--- src/rtl/cpu_mc_pkg.sv ---
// Shared encodings for the multi-cycle MIPS-subset control unit: opcodes, FSM states
// and datapath select values.
package cpu_mc_pkg;

    localparam logic [5:0] OP_R   = 6'b000000;
    localparam logic [5:0] OP_LW  = 6'b100011;
    localparam logic [5:0] OP_SW  = 6'b101011;
    localparam logic [5:0] OP_BEQ = 6'b000100;
    localparam logic [5:0] OP_J   = 6'b000010;

    typedef enum logic [3:0] {
        StFetch   = 4'd0,
        StDecode  = 4'd1,
        StMemAdr  = 4'd2,
        StMemRd   = 4'd3,
        StMemWb   = 4'd4,
        StMemWr   = 4'd5,
        StExec    = 4'd6,
        StAluWb   = 4'd7,
        StBranch  = 4'd8,
        StJump    = 4'd9,
        StIllegal = 4'd10
    } state_e;

    localparam logic [1:0] ALU_ADD   = 2'b00;
    localparam logic [1:0] ALU_SUB   = 2'b01;
    localparam logic [1:0] ALU_FUNCT = 2'b10;

    localparam logic [1:0] PC_SRC_ALU    = 2'b00;
    localparam logic [1:0] PC_SRC_ALUOUT = 2'b01;
    localparam logic [1:0] PC_SRC_JUMP   = 2'b10;

    localparam logic [1:0] SRC_B_REG     = 2'b00;
    localparam logic [1:0] SRC_B_FOUR    = 2'b01;
    localparam logic [1:0] SRC_B_IMM     = 2'b10;
    localparam logic [1:0] SRC_B_IMM_SH2 = 2'b11;

    typedef struct packed {
        logic       pc_write;
        logic       pc_write_cond;
        logic [1:0] pc_source;
        logic       i_or_d;
        logic       mem_read;
        logic       mem_write;
        logic       ir_write;
        logic       mem_to_reg;
        logic       reg_dst;
        logic       reg_write;
        logic       alu_src_a;
        logic [1:0] alu_src_b;
        logic [1:0] alu_op;
        logic       instr_done;
        logic       illegal;
    } ctrl_t;

endpackage

--- src/rtl/mc_opcode_decode.sv ---
// Opcode classifier: maps IR[31:26] onto a one-hot instruction class.
module mc_opcode_decode
    import cpu_mc_pkg::*;
(
    input  logic [5:0] op,
    output logic       is_r,
    output logic       is_lw,
    output logic       is_sw,
    output logic       is_beq,
    output logic       is_j,
    output logic       is_illegal
);

    always_comb begin
        is_r       = 1'b0;
        is_lw      = 1'b0;
        is_sw      = 1'b0;
        is_beq     = 1'b0;
        is_j       = 1'b0;
        is_illegal = 1'b0;
        case (op)
            OP_R:    is_r       = 1'b1;
            OP_LW:   is_lw      = 1'b1;
            OP_SW:   is_sw      = 1'b1;
            OP_BEQ:  is_beq     = 1'b1;
            OP_J:    is_j       = 1'b1;
            default: is_illegal = 1'b1;
        endcase
    end

endmodule

--- src/rtl/cpu_mc_controller.sv ---
// Moore-style multi-cycle control FSM for the shared-ALU/shared-memory MIPS-subset
// datapath, with memory ready stalls, illegal-opcode trap and retired-instruction counter.
module cpu_mc_controller
    import cpu_mc_pkg::*;
#(
    parameter int unsigned CNT_WIDTH = 32
) (
    input  logic                 clk,
    input  logic                 rst,
    input  logic [5:0]           op,
    input  logic                 mem_ready,
    output logic                 pc_write,
    output logic                 pc_write_cond,
    output logic [1:0]           pc_source,
    output logic                 i_or_d,
    output logic                 mem_read,
    output logic                 mem_write,
    output logic                 ir_write,
    output logic                 mem_to_reg,
    output logic                 reg_dst,
    output logic                 reg_write,
    output logic                 alu_src_a,
    output logic [1:0]           alu_src_b,
    output logic [1:0]           alu_op,
    output logic [3:0]           state,
    output logic                 instr_done,
    output logic                 illegal,
    output logic [CNT_WIDTH-1:0] retired_count
);

    state_e               state_q, state_d;
    ctrl_t                ctrl, ctrl_out;
    logic [CNT_WIDTH-1:0] count_q;
    logic                 is_r, is_lw, is_sw, is_beq, is_j, is_illegal;
    logic [5:0]           op_class;

    mc_opcode_decode u_decode (
        .op         (op),
        .is_r       (is_r),
        .is_lw      (is_lw),
        .is_sw      (is_sw),
        .is_beq     (is_beq),
        .is_j       (is_j),
        .is_illegal (is_illegal)
    );

    assign op_class = {is_r, is_lw, is_sw, is_beq, is_j, is_illegal};

    always_ff @(posedge clk or posedge rst) begin
        if (rst) begin
            state_q <= StFetch;
        end else begin
            state_q <= state_d;
        end
    end

    always_comb begin
        state_d = state_q;
        ctrl    = '0;
        case (state_q)
            StFetch: begin
                ctrl.mem_read  = 1'b1;
                ctrl.alu_src_b = SRC_B_FOUR;
                ctrl.alu_op    = ALU_ADD;
                ctrl.pc_source = PC_SRC_ALU;
                ctrl.ir_write  = mem_ready;
                ctrl.pc_write  = mem_ready;
                if (mem_ready) state_d = StDecode;
            end
            StDecode: begin
                ctrl.alu_src_b = SRC_B_IMM_SH2;
                ctrl.alu_op    = ALU_ADD;
                unique case (op_class)
                    6'b100000: state_d = StExec;
                    6'b010000: state_d = StMemAdr;
                    6'b001000: state_d = StMemAdr;
                    6'b000100: state_d = StBranch;
                    6'b000010: state_d = StJump;
                    default:   state_d = StIllegal;
                endcase
            end
            StMemAdr: begin
                ctrl.alu_src_a = 1'b1;
                ctrl.alu_src_b = SRC_B_IMM;
                state_d        = is_lw ? StMemRd : StMemWr;
            end
            StMemRd: begin
                ctrl.mem_read = 1'b1;
                ctrl.i_or_d   = 1'b1;
                if (mem_ready) state_d = StMemWb;
            end
            StMemWb: begin
                ctrl.reg_write  = 1'b1;
                ctrl.mem_to_reg = 1'b1;
                ctrl.instr_done = 1'b1;
                state_d         = StFetch;
            end
            StMemWr: begin
                ctrl.mem_write  = 1'b1;
                ctrl.i_or_d     = 1'b1;
                ctrl.instr_done = mem_ready;
                if (mem_ready) state_d = StFetch;
            end
            StExec: begin
                ctrl.alu_src_a = 1'b1;
                ctrl.alu_src_b = SRC_B_REG;
                ctrl.alu_op    = ALU_FUNCT;
                state_d        = StAluWb;
            end
            StAluWb: begin
                ctrl.reg_dst    = 1'b1;
                ctrl.reg_write  = 1'b1;
                ctrl.instr_done = 1'b1;
                state_d         = StFetch;
            end
            StBranch: begin
                ctrl.alu_src_a     = 1'b1;
                ctrl.alu_src_b     = SRC_B_REG;
                ctrl.alu_op        = ALU_SUB;
                ctrl.pc_write_cond = 1'b1;
                ctrl.pc_source     = PC_SRC_ALUOUT;
                ctrl.instr_done    = 1'b1;
                state_d            = StFetch;
            end
            StJump: begin
                ctrl.pc_write   = 1'b1;
                ctrl.pc_source  = PC_SRC_JUMP;
                ctrl.instr_done = 1'b1;
                state_d         = StFetch;
            end
            StIllegal: begin
                ctrl.illegal = 1'b1;
            end
            default: state_d = StFetch;
        endcase
    end

    // Reset forces every output low combinationally, not just from the next edge.
    assign ctrl_out = rst ? '0 : ctrl;

    always_ff @(posedge clk or posedge rst) begin
        if (rst) begin
            count_q <= '0;
        end else if (ctrl_out.instr_done) begin
            count_q <= count_q + CNT_WIDTH'(1);
        end
    end

    assign pc_write      = ctrl_out.pc_write;
    assign pc_write_cond = ctrl_out.pc_write_cond;
    assign pc_source     = ctrl_out.pc_source;
    assign i_or_d        = ctrl_out.i_or_d;
    assign mem_read      = ctrl_out.mem_read;
    assign mem_write     = ctrl_out.mem_write;
    assign ir_write      = ctrl_out.ir_write;
    assign mem_to_reg    = ctrl_out.mem_to_reg;
    assign reg_dst       = ctrl_out.reg_dst;
    assign reg_write     = ctrl_out.reg_write;
    assign alu_src_a     = ctrl_out.alu_src_a;
    assign alu_src_b     = ctrl_out.alu_src_b;
    assign alu_op        = ctrl_out.alu_op;
    assign instr_done    = ctrl_out.instr_done;
    assign illegal       = ctrl_out.illegal;
    assign state         = state_q;
    assign retired_count = count_q;

endmodule

--- config.mk ---
export PLATFORM = sky130hd
export DESIGN_NAME = cpu_mc_controller
export DESIGN_NICKNAME = d
export VERILOG_FILES = /design/src/rtl/cpu_mc_pkg.sv /design/src/rtl/mc_opcode_decode.sv /design/src/rtl/cpu_mc_controller.sv
export SDC_FILE = /design/constraint.sdc
export NUM_CORES = 1
export LEC_CHECK = 0
export ABC_AREA = 1
export CAP_MARGIN = 20
export CORE_ASPECT_RATIO = 0.9
export CORE_MARGIN = 3
export CORE_UTILIZATION = 35
export CTS_BUF_LIST = sky130_fd_sc_hd__clkbuf_4
export CTS_CLUSTER_SIZE = 40
export DETAILED_ROUTE_END_ITERATION = 10
export PLACE_DENSITY = 0.59
export SKIP_CTS_REPAIR_TIMING = 1
export SYNTH_ARGS = -nofsm -noshare
export SYNTH_HDL_FRONTEND = slang
export SYNTH_HIERARCHICAL = 1
export SYNTH_SLANG_ARGS = --single-unit
--- constraint.sdc ---
create_clock -name clk -period 2.1 [get_ports clk]
set_input_delay 0.315 -clock clk [delete_from_list [all_inputs] [get_ports clk]]
set_output_delay 0.315 -clock clk [all_outputs]
set_load 0.05 [all_outputs]
== After elaboration in Yosys (flattened, before gate mapping) ==
Cells that the tools add are included.

* Register bits after elaboration: 36
* Input port bits: 9
* Output and inout bits: 54
* Word-level logic and storage cells: 64

* Add/sub/neg operators: 1
* Equality and inequality tests: 22
* Mux-type cells: 28
* Bitwise operators: 1
* Reductions and logical operators: 10

{| class="wikitable"
|+ Operators with widths
! kind !! number
|-
| adder 32 x 1 -> 32 bit, second input constant || 1
|-
| case mux 4 bit (7 select lines) || 1
|-
| == test 6 bit, second input constant || 3
|-
| 2-to-1 mux 18 bit || 1
|-
| == test 4 x 3 -> 1 bit, second input constant || 4
|-
| 2-to-1 mux 1 bit || 16
|-
| case mux 4 bit (4 select lines) || 1
|-
| == test 4 bit, second input constant || 3
|-
| == test 6 x 2 -> 1 bit, second input constant || 2
|-
| == test 6 x 3 -> 1 bit, second input constant || 2
|-
| 2-to-1 mux 4 bit || 3
|-
| == test 4 x 2 -> 1 bit, second input constant || 2
|-
| case mux 2 bit (2 select lines) || 2
|-
| OR reduction 2 bit || 4
|-
| == test 6 x 4 -> 1 bit, second input constant || 1
|-
| == test 6 x 5 -> 1 bit, second input constant || 1
|-
| zero test 6 bit || 1
|-
| inequality test 2 bit, second input constant || 3
|-
| case mux 2 bit (3 select lines) || 1
|-
| OR reduction 5 bit || 1
|-
| == test 4 x 1 -> 1 bit, second input constant || 1
|-
| zero test 4 bit || 1
|-
| case mux 1 bit (2 select lines) || 2
|-
| AND reduction 4 bit || 1
|-
| other kinds (4) || 4
|}

== Depth between registers and ports, before layout ==
Gate-level depths: netlist of the first run.

* Word-level depth: 7
* Depth in mapped cells: 12
* Mapped depth without buffers: 12

== Cells and area by module ==
Netlist of the first run, hierarchy kept.

{| class="wikitable"
|+ By module, submodules not included
! module !! instances !! cells an instance !! area an instance (um^2) !! sequential area each (um^2)
|-
| cpu_mc_controller || 1 || 417 || 2602.5 || 900.9
|-
| mc_opcode_decode || 1 || 26 || 123.9 || 0.0
|}

== Worst setup path before layout of the first run ==
Ideal clock, no wire load.

* Path kind: reg2out
* From: register state_q[2], in the netlist state[2]
* To: output mem_to_reg
* Data arrival time: 2.114 ns
* Required time: 1.785 ns
* Setup slack: -0.329 ns
* Stages on the path, launching flop included: 5
* Buffers on the path: 0
* Cell sequence: dfrtp_1 > nand2_1 > nor2_4 > inv_1 > nor3_1

* Word-level cells in the longest chain between the ends: 3

{| class="wikitable"
|+ RTL lines
! element !! RTL line !! text
|-
| start: declaration || cpu_mc_controller.sv:31 || <nowiki>state_e state_q, state_d;</nowiki>
|-
| start signal: assignment || cpu_mc_controller.sv:51 || <nowiki>state_q <= StFetch;</nowiki>
|-
| start signal: assignment || cpu_mc_controller.sv:53 || <nowiki>state_q <= state_d;</nowiki>
|-
| == test 4 x 3 -> 1 bit || cpu_mc_controller.sv:60 || <nowiki>case (state_q)</nowiki>
|-
| 2-to-1 mux 1 bit || cpu_mc_controller.sv:60 ||
|-
| 2-to-1 mux 18 bit || cpu_mc_controller.sv:139 || <nowiki>assign ctrl_out = rst ? '0 : ctrl;</nowiki>
|-
| end: declaration || cpu_mc_controller.sv:19 || <nowiki>output logic mem_to_reg,</nowiki>
|}

No other way between the ends.

== Final worst setup path of the first run ==
* From: register state_q[3], in the netlist state[3]
* To: output alu_src_a

* Word-level cells in the longest chain between the ends: 4
* Elaborated cells on any way between the ends: 6
* Those cells by class: eq/ne: 3; mux: 2; reduce/logical: 1

{| class="wikitable"
|+ RTL lines
! element !! RTL line !! text
|-
| == test 4 bit, or another cell as far along || cpu_mc_controller.sv:60 ||
|-
| OR reduction 3 bit (no line) (*) || - ||
|-
| 2-to-1 mux 1 bit (*) || cpu_mc_controller.sv:60 ||
|-
| 2-to-1 mux 18 bit (*) || cpu_mc_controller.sv:139 ||
|-
| end: declaration || cpu_mc_controller.sv:22 || <nowiki>output logic alu_src_a,</nowiki>
|}

Every way passes the cells marked *; elsewhere a longest branch is shown, timed or not.

==> results of run 1 <==
cells by family (layout without fill, tap and decap cells):
| family | Yosys count | count (layout) |
|---|---|---|
| buffers and inverters | 60 | 128 |
| DFF | 36 | 36 |
| AOI/OAI and AO/OA | 16 | 16 |
| and+or+nand+nor | 319 | 319 |
| adders and majority gates | 1 | 1 |
| xor gates and xnor gates | 11 | 11 |
per-layer routing:
layer / global-route usage (%) / share of wire, %
met1: 26.7 / 51
met5: 0 / 0
met3: 3.25 / 5.6
met2: 26.6 / 43
met4: 2.62 / 0.58
power groups by stage:
stage	logic (mW)	registers [mW]	clock network [mW]
6_report	0.0686	0.693	0.384
5_1_grt	0.0772	0.693	0.438
4_1_cts	0.0705	0.693	0.403
3_5_place_dp	0.0705	0.706	0
3_3_place_gp	0.0693	0.706	0
2_1_floorplan	0.0326	0.706	0
cell type report:
class / instances / area [um2] / share of cell area, %
multi-input cells: 347 / 1590 / 43.0
flip-flops and latches: 36 / 903 / 24.3
repair buffers: 68 / 846 / 22.8
inverters: 52 / 195 / 5.26
well taps: 93 / 116 / 3.14
clock buffers: 7 / 52.6 / 1.42
clock inverters: 1 / 3.75 / 0.101
synthesized netlist by cell type:
cell type  number
nand3_4         1
clkbuf_1        1
a21boi_0        1
dfrtp_1        36
nor3_2          1
buf_6           4
inv_1          49
nor2_1         72
nor3_1          2
nand2_2         1
o21ai_2         1
xor2_1         10
o21ai_0         3
nand4_1         7
a21oi_1         5
inv_2           3
ha_1            1
o21ai_4         1
nor2_4          3
o2111ai_1       1
nand2_1       190
buf_4           3
o21ai_1         3
nand3_1        28
xnor2_1         1
nand3_2         2
nor2_2          8
o221ai_1        1
nand3b_1        4
worst paths after layout:
path	slack [ns]	depth (start not counted)	from	to
worst max-delay path	0.07	5	state[3]$_DFFE_PP0P_	alu_src_a
worst min-delay path	0.54	3	rst	retired_count[0]$_DFFE_PP0P_
worst max register to register	0.32	8	retired_count[0]$_DFFE_PP0P_	retired_count[22]$_DFFE_PP0P_
worst min register to register	0.55	2	retired_count[31]$_DFFE_PP0P_	retired_count[31]$_DFFE_PP0P_
max in group asynchronous	1.21	3	rst	state[1]$_DFFE_PP0P_
min in group clk	0.55	2	retired_count[31]$_DFFE_PP0P_	retired_count[31]$_DFFE_PP0P_
placed cells by master, fill, tap and decap left out, types with 2 or more instances in the layout:
cell	Yosys	layout
a21oi_2	0	4
buf_12	0	18
buf_4	3	6
clkbuf_4	0	7
clkdlybuf4s50_1	0	44
dfrtp_1	36	34
dfrtp_2	0	2
inv_1	49	49
inv_2	3	3
nand2_1	190	190
nand3_1	28	28
nand3_2	2	2
nand3b_1	4	4
nand4_1	7	7
nor2_1	72	68
nor2_2	8	11
nor2_4	3	4
nor3_2	1	2
o21ai_0	3	3
o21ai_1	3	3
xor2_1	10	10
stage by stage:
step,instances,util (%),setup WS (ns),cell area (um2)
CTS,604,50.8,-0.0977,3700
finish,604,50.9,0.0687,3710
global route,604,50.9,-0.0484,3710
global placement,596,50.0,0.281,3650
floorplan,443,-,0.0100,2760
detailed placement,596,50.0,0.238,3650
tightest hold or removal path, stage by stage:
cell             delay, ns
clkdlybuf4s50_1       0.49
inv_1                 0.11
buf_4                 0.41
registers in the layout, indices dropped and copies added (netlist names):
register	cells
retired_count	32
state	4
==> impl_metrics.yaml, run 1 <==
status:
  outcome: "completed"
synth:
  synth_cell_types: 29
  synth_fp_nets: 453
  syn_inst: 443
  synth_simple_gate_area_share_pct: 49.3
  avgSynthCellArea_um2: 6.15
  synth_top_family_by_area: "simple AND/OR/NAND/NOR gates"
  ys_seq_area_share_pct: 33.0
  synthXorXnorAreaFrac_pct: 3.53
  synth_top_cell_by_area: "dfrtp_1"
  synth-seq-cells: 36
  synthMuxAreaShare_pct: 0
  yosys-top-cells-area: "dfrtp_1 (33%), nand2_1 (26%), nor2_1 (9.9%)"
  yosys_warnings: 6
  synth_compound_area_share_pct: 3.85
  synth_fa_ha_area_share_pct: 0.459
  syn_area_um2: 2730
  synth_top_area_share_pct: 33.0
clock_network:
  cts_buffers: 5
  clockBufferDepth: 2
  htree_num_levels: 2
  clkTransAtPathRegs_ns: 0.11
  cts.sinks: 36
  cts_tree: "done"
  root_buffer: "clkbuf_4"
  clk_latency_ns: 0.34
timing:
  skew_ns: 0.00728
  holdWs_ns: 0.541
  fin_crit_ns: 2.03
  tns_ns: 0
  hold_viol: 0
  grt_setup_unrepaired: "yes"
  maxSlewHeadroom_pct: 65.2
  clock.fmax_mhz: 492
  maxSlewViolCount: 0
  setup_viol: 0
  fin_crit_sh_pct: 96.7
  tightestPinTransition_ns: 0.520
critical_path:
  worstPathMaxFanout: 4
  crit_required_ns: 1.78
  crit_path_top_delay_cell: "dfrtp_1"
  cp.arrival_ns: 1.72
  start_kind: "flip-flop"
  path_class: "reg2out"
  path_delay_family: "simple AND/OR/NAND/NOR gates"
  end_kind: "primary output"
  path_cells: "inv_1 > nor2_1 > nand2_1 > a21oi_2 > buf_12"
  cp_num_buf_inv: 2
  critPathMaxStageDelay_ns: 0.42
global_route:
  antenna_found_initial: 0
  grt_pass1_wl_um: 13000
  grt_pass1_vias: 2735
  track_usage_pct: 17.7
  grt-ovfl-total: 0
  grt_max_degree: 37
place:
  hpwl_um: 5960
  port-buffer-count: 62
  place.gp.congestion: 0.866
cells_and_area:
  fill_cells: 734
  fin_nets: 520
  syn2layout_area_growth_pct: 36.1
  antenna_cells: 0
  drive_above_1_share_pct: 12.3
drt:
  drc: 0
  drt_iter0_markers: 95
  num_vias: 2853
  ant_nets: 0
  drtPass1Iterations: 5
  viasPerCell: 4.72
  finalWirelength_um: 7440
  wl_per_cell_um: 12.3
power:
  p_per_area_nw_per_um2: 309
  seqPwrFrac_pct: 60.5
  power_frac_comb_pct: 6.0
  p_total_mw: 1.15
  clock_power_share_pct: 33.5
  swShare_pct: 23.7
  p_leak_nw: 1.66
  ir_drop_v: 0.000190
  p_sw_mw: 0.271
  p_int_mw: 0.874
die:
  io_pins: 63
  coreArea_um2: 7290
  start_util_pct: 37.4
  dieHeight_um: 89.7
  die_area_um2: 8890
  fp.dieW_um: 99.0
  rows: 29
worst_hold_path:
  hp-class: "in2async"
job:
  drv_cap: 0
No activity file was read; power rests on OpenSTA's default activity.
==> run 2: changes to the inputs <==
--- a/config.mk
+++ b/config.mk
@@ -11,7 +11,6 @@
 export CORE_MARGIN = 3
 export CORE_UTILIZATION = 35
 export CTS_BUF_LIST = sky130_fd_sc_hd__clkbuf_4
-export CTS_CLUSTER_SIZE = 40
 export DETAILED_ROUTE_END_ITERATION = 10
 export PLACE_DENSITY = 0.59
 export SKIP_CTS_REPAIR_TIMING = 1
==> results of run 2 <==
The final DEF is identical to that of run 1; final timing and power are the same.
==> run 3: changes to the inputs <==
--- a/config.mk
+++ b/config.mk
@@ -12,6 +12,7 @@
 export CORE_UTILIZATION = 35
 export CTS_BUF_LIST = sky130_fd_sc_hd__clkbuf_4
 export DETAILED_ROUTE_END_ITERATION = 10
+export GPL_TIMING_DRIVEN = 0
 export PLACE_DENSITY = 0.59
 export SKIP_CTS_REPAIR_TIMING = 1
 export SYNTH_ARGS = -nofsm -noshare
==> run 3 against run 2 <==
  * The flow now finishes with violations (negative setup slack)
  * Register-to-register slack improved by 0.02 ns
  * Fmax decreased by 11%
  * Final cell count increased by 0.33%
==> impl_metrics.yaml, run 3 (synthesized netlist as in run 1, its figures left out) <==
worst_hold_path:
  hp-class: "in2async"
cells_and_area:
  fin_nets: 522
  largest_register_ff_count: 32
  syn2layout_area_growth_pct: 27.9
  final_common_cell: "nand2_1"
  antenna_cells: 0
  layout_common_cells: "nand2_1 (190), nor2_1 (70), inv_1 (48), clkdlybuf4s50_1 (42), dfrtp_1 (36)"
  drive_above_1_share_pct: 11.9
  fill_cells: 775
  final_core_util_pct: 47.8
place:
  hpwl_um: 6100
  port-buffer-count: 62
  place.gp.congestion: 0.924
  post-place-ws_ns: -1.33
die:
  coreArea_um2: 7290
  dieHeight_um: 89.7
  die_area_um2: 8890
  io_pins: 63
  fp.dieW_um: 99.0
  start_util_pct: 37.4
  rows: 29
clock_network:
  cts_tree: "done"
  clk_latency_ns: 0.34
  htree_num_levels: 2
  cts.sinks: 36
  clkTransAtPathRegs_ns: 0.12
  cts_buffers: 5
  root_buffer: "clkbuf_4"
  clockBufferDepth: 2
drt:
  dr.max_layer_used: "met4"
  finalWirelength_um: 7590
  wl_per_cell_um: 12.5
  met1_length_um: 3880
  wl_met3_um: 332
  ant_nets: 0
  drtPass1Iterations: 5
  drt_iter0_markers: 133
  drc: 0
  dr_wl_met2_um: 3320
  viasPerCell: 4.78
  num_vias: 2895
critical_path:
  critPathMaxStageDelay_ns: 0.39
  worstPathMaxFanout: 10
  reg2reg_depth: 8
  start_kind: "flip-flop"
  critPathCapture: "instr_done"
  path_class: "reg2out"
  crit_required_ns: 1.78
  r2r_start: "retired_count[0]$_DFFE_PP0P_"
  end_kind: "primary output"
  crit_path_top_delay_cell: "dfrtp_1"
  r2r_slack_ns: 0.34
  worstSetupStartpoint: "state[3]$_DFFE_PP0P_"
  path_cells: "inv_1 > nor2_1 > nand3_1 > nand3_4 > buf_4 > clkbuf_2"
  cp.arrival_ns: 1.96
  r2r-end: "retired_count[22]$_DFFE_PP0P_"
timing:
  clock.fmax_mhz: 440
  fin_crit_sh_pct: 108
  grt_setup_unrepaired: "yes"
  tightestPinTransition_ns: 0.530
  maxSlewHeadroom_pct: 64.6
  fin_crit_ns: 2.27
  skew_ns: 0.0116
  hold_viol: 0
  setup_viol: 4
  maxSlewViolCount: 0
  fin_ws_ns: -0.174
power:
  p_sw_mw: 0.277
  seqPwrFrac_pct: 60.5
  power_frac_comb_pct: 5.6
  p_per_area_nw_per_um2: 329
  ir_drop_v: 0.000154
  swShare_pct: 24.2
  p_int_mw: 0.869
  p_leak_nw: 1.66
  clock_power_share_pct: 33.9
status:
  violations: "negative setup slack"
  outcome: "complete, but fails checks"
global_route:
  grt_pass1_wl_um: 13100
  track_usage_pct: 17.7
  grt_pass1_vias: 2735
  antenna_found_initial: 0
  grt_max_degree: 38
  grt-ovfl-total: 0
job:
  drv_cap: 0
==> run 3: changes by cell type in the layout (fill, tap and decap cells not counted), sizes merged <==
cell           delta
inv               -1
clkdlybuf4s50     -2
clkinv            +1
clkbuf           +18
dlymetal6s2s      +3
buf              -17
==> run 3: area by class of cell <==
cell class / instances / area, um2 / area share (%)
repair buffers: 62 / 543 / 15.6
plain buffers: 8 / 72.6 / 2.08
inverters: 52 / 208 / 5.96
clock buffers: 7 / 52.6 / 1.51
well taps: 93 / 116 / 3.34
clock inverters: 1 / 3.75 / 0.108
flip-flops and latches: 36 / 901 / 25.8
multi-input cells: 347 / 1590 / 45.6
==> run 3: power groups by stage <==
stage	logic [mW]	clock network, mW	registers [mW]
after global placement	0.0633	0	0.706
final	0.0641	0.389	0.693
after global routing	0.0720	0.438	0.693
after floorplan	0.0326	0	0.706
after detailed placement	0.0649	0	0.706
after CTS	0.0650	0.413	0.693
==> run 3: worst min-delay path by stage <==
stage / from / cells past startpoint / endpoint
2_1_floorplan: mem_ready / 1 / state[1]$_DFFE_PP0P_
3_3_place_gp: retired_count[31]$_DFFE_PP0P_ / 2 / retired_count[31]$_DFFE_PP0P_
3_5_place_dp: retired_count[31]$_DFFE_PP0P_ / 2 / retired_count[31]$_DFFE_PP0P_
4_1_cts: retired_count[31]$_DFFE_PP0P_ / 2 / retired_count[31]$_DFFE_PP0P_
5_1_grt: rst / 2 / retired_count[0]$_DFFE_PP0P_
6_report: rst / 2 / retired_count[4]$_DFFE_PP0P_
==> run 3: layer usage <==
metal	vias to the layer above	track usage, %
met1	1325	26.4
li1	1497	-
met2	65	27.4
met5	-	0
met4	0	3.07
met3	8	2.71
==> run 3: critical path: cells and delay by family, from the launching register on <==
family	cells	cell delay (ns)
DFF	1	0.39
buffers and inverters	3	0.57
and+or+nand+nor	3	0.67
==> run 3: through the flow <==
| stage | power, mW | std cells | instance area (um2) | hold slack [ns] | TNS [ns] |
|---|---|---|---|---|---|
| floorplan | 0.739 | 443 | 2760 | 0.470 | 0 |
| global placement | 0.770 | 598 | 3490 | 0.522 | -47.11 |
| detailed placement | 0.771 | 598 | 3490 | 0.529 | -21.91 |
| CTS | 1.17 | 606 | 3550 | 0.560 | -11.93 |
| global route | 1.20 | 606 | 3490 | 0.131 | -1.06 |
| finish | 1.15 | 606 | 3490 | 0.117 | -0.333 |
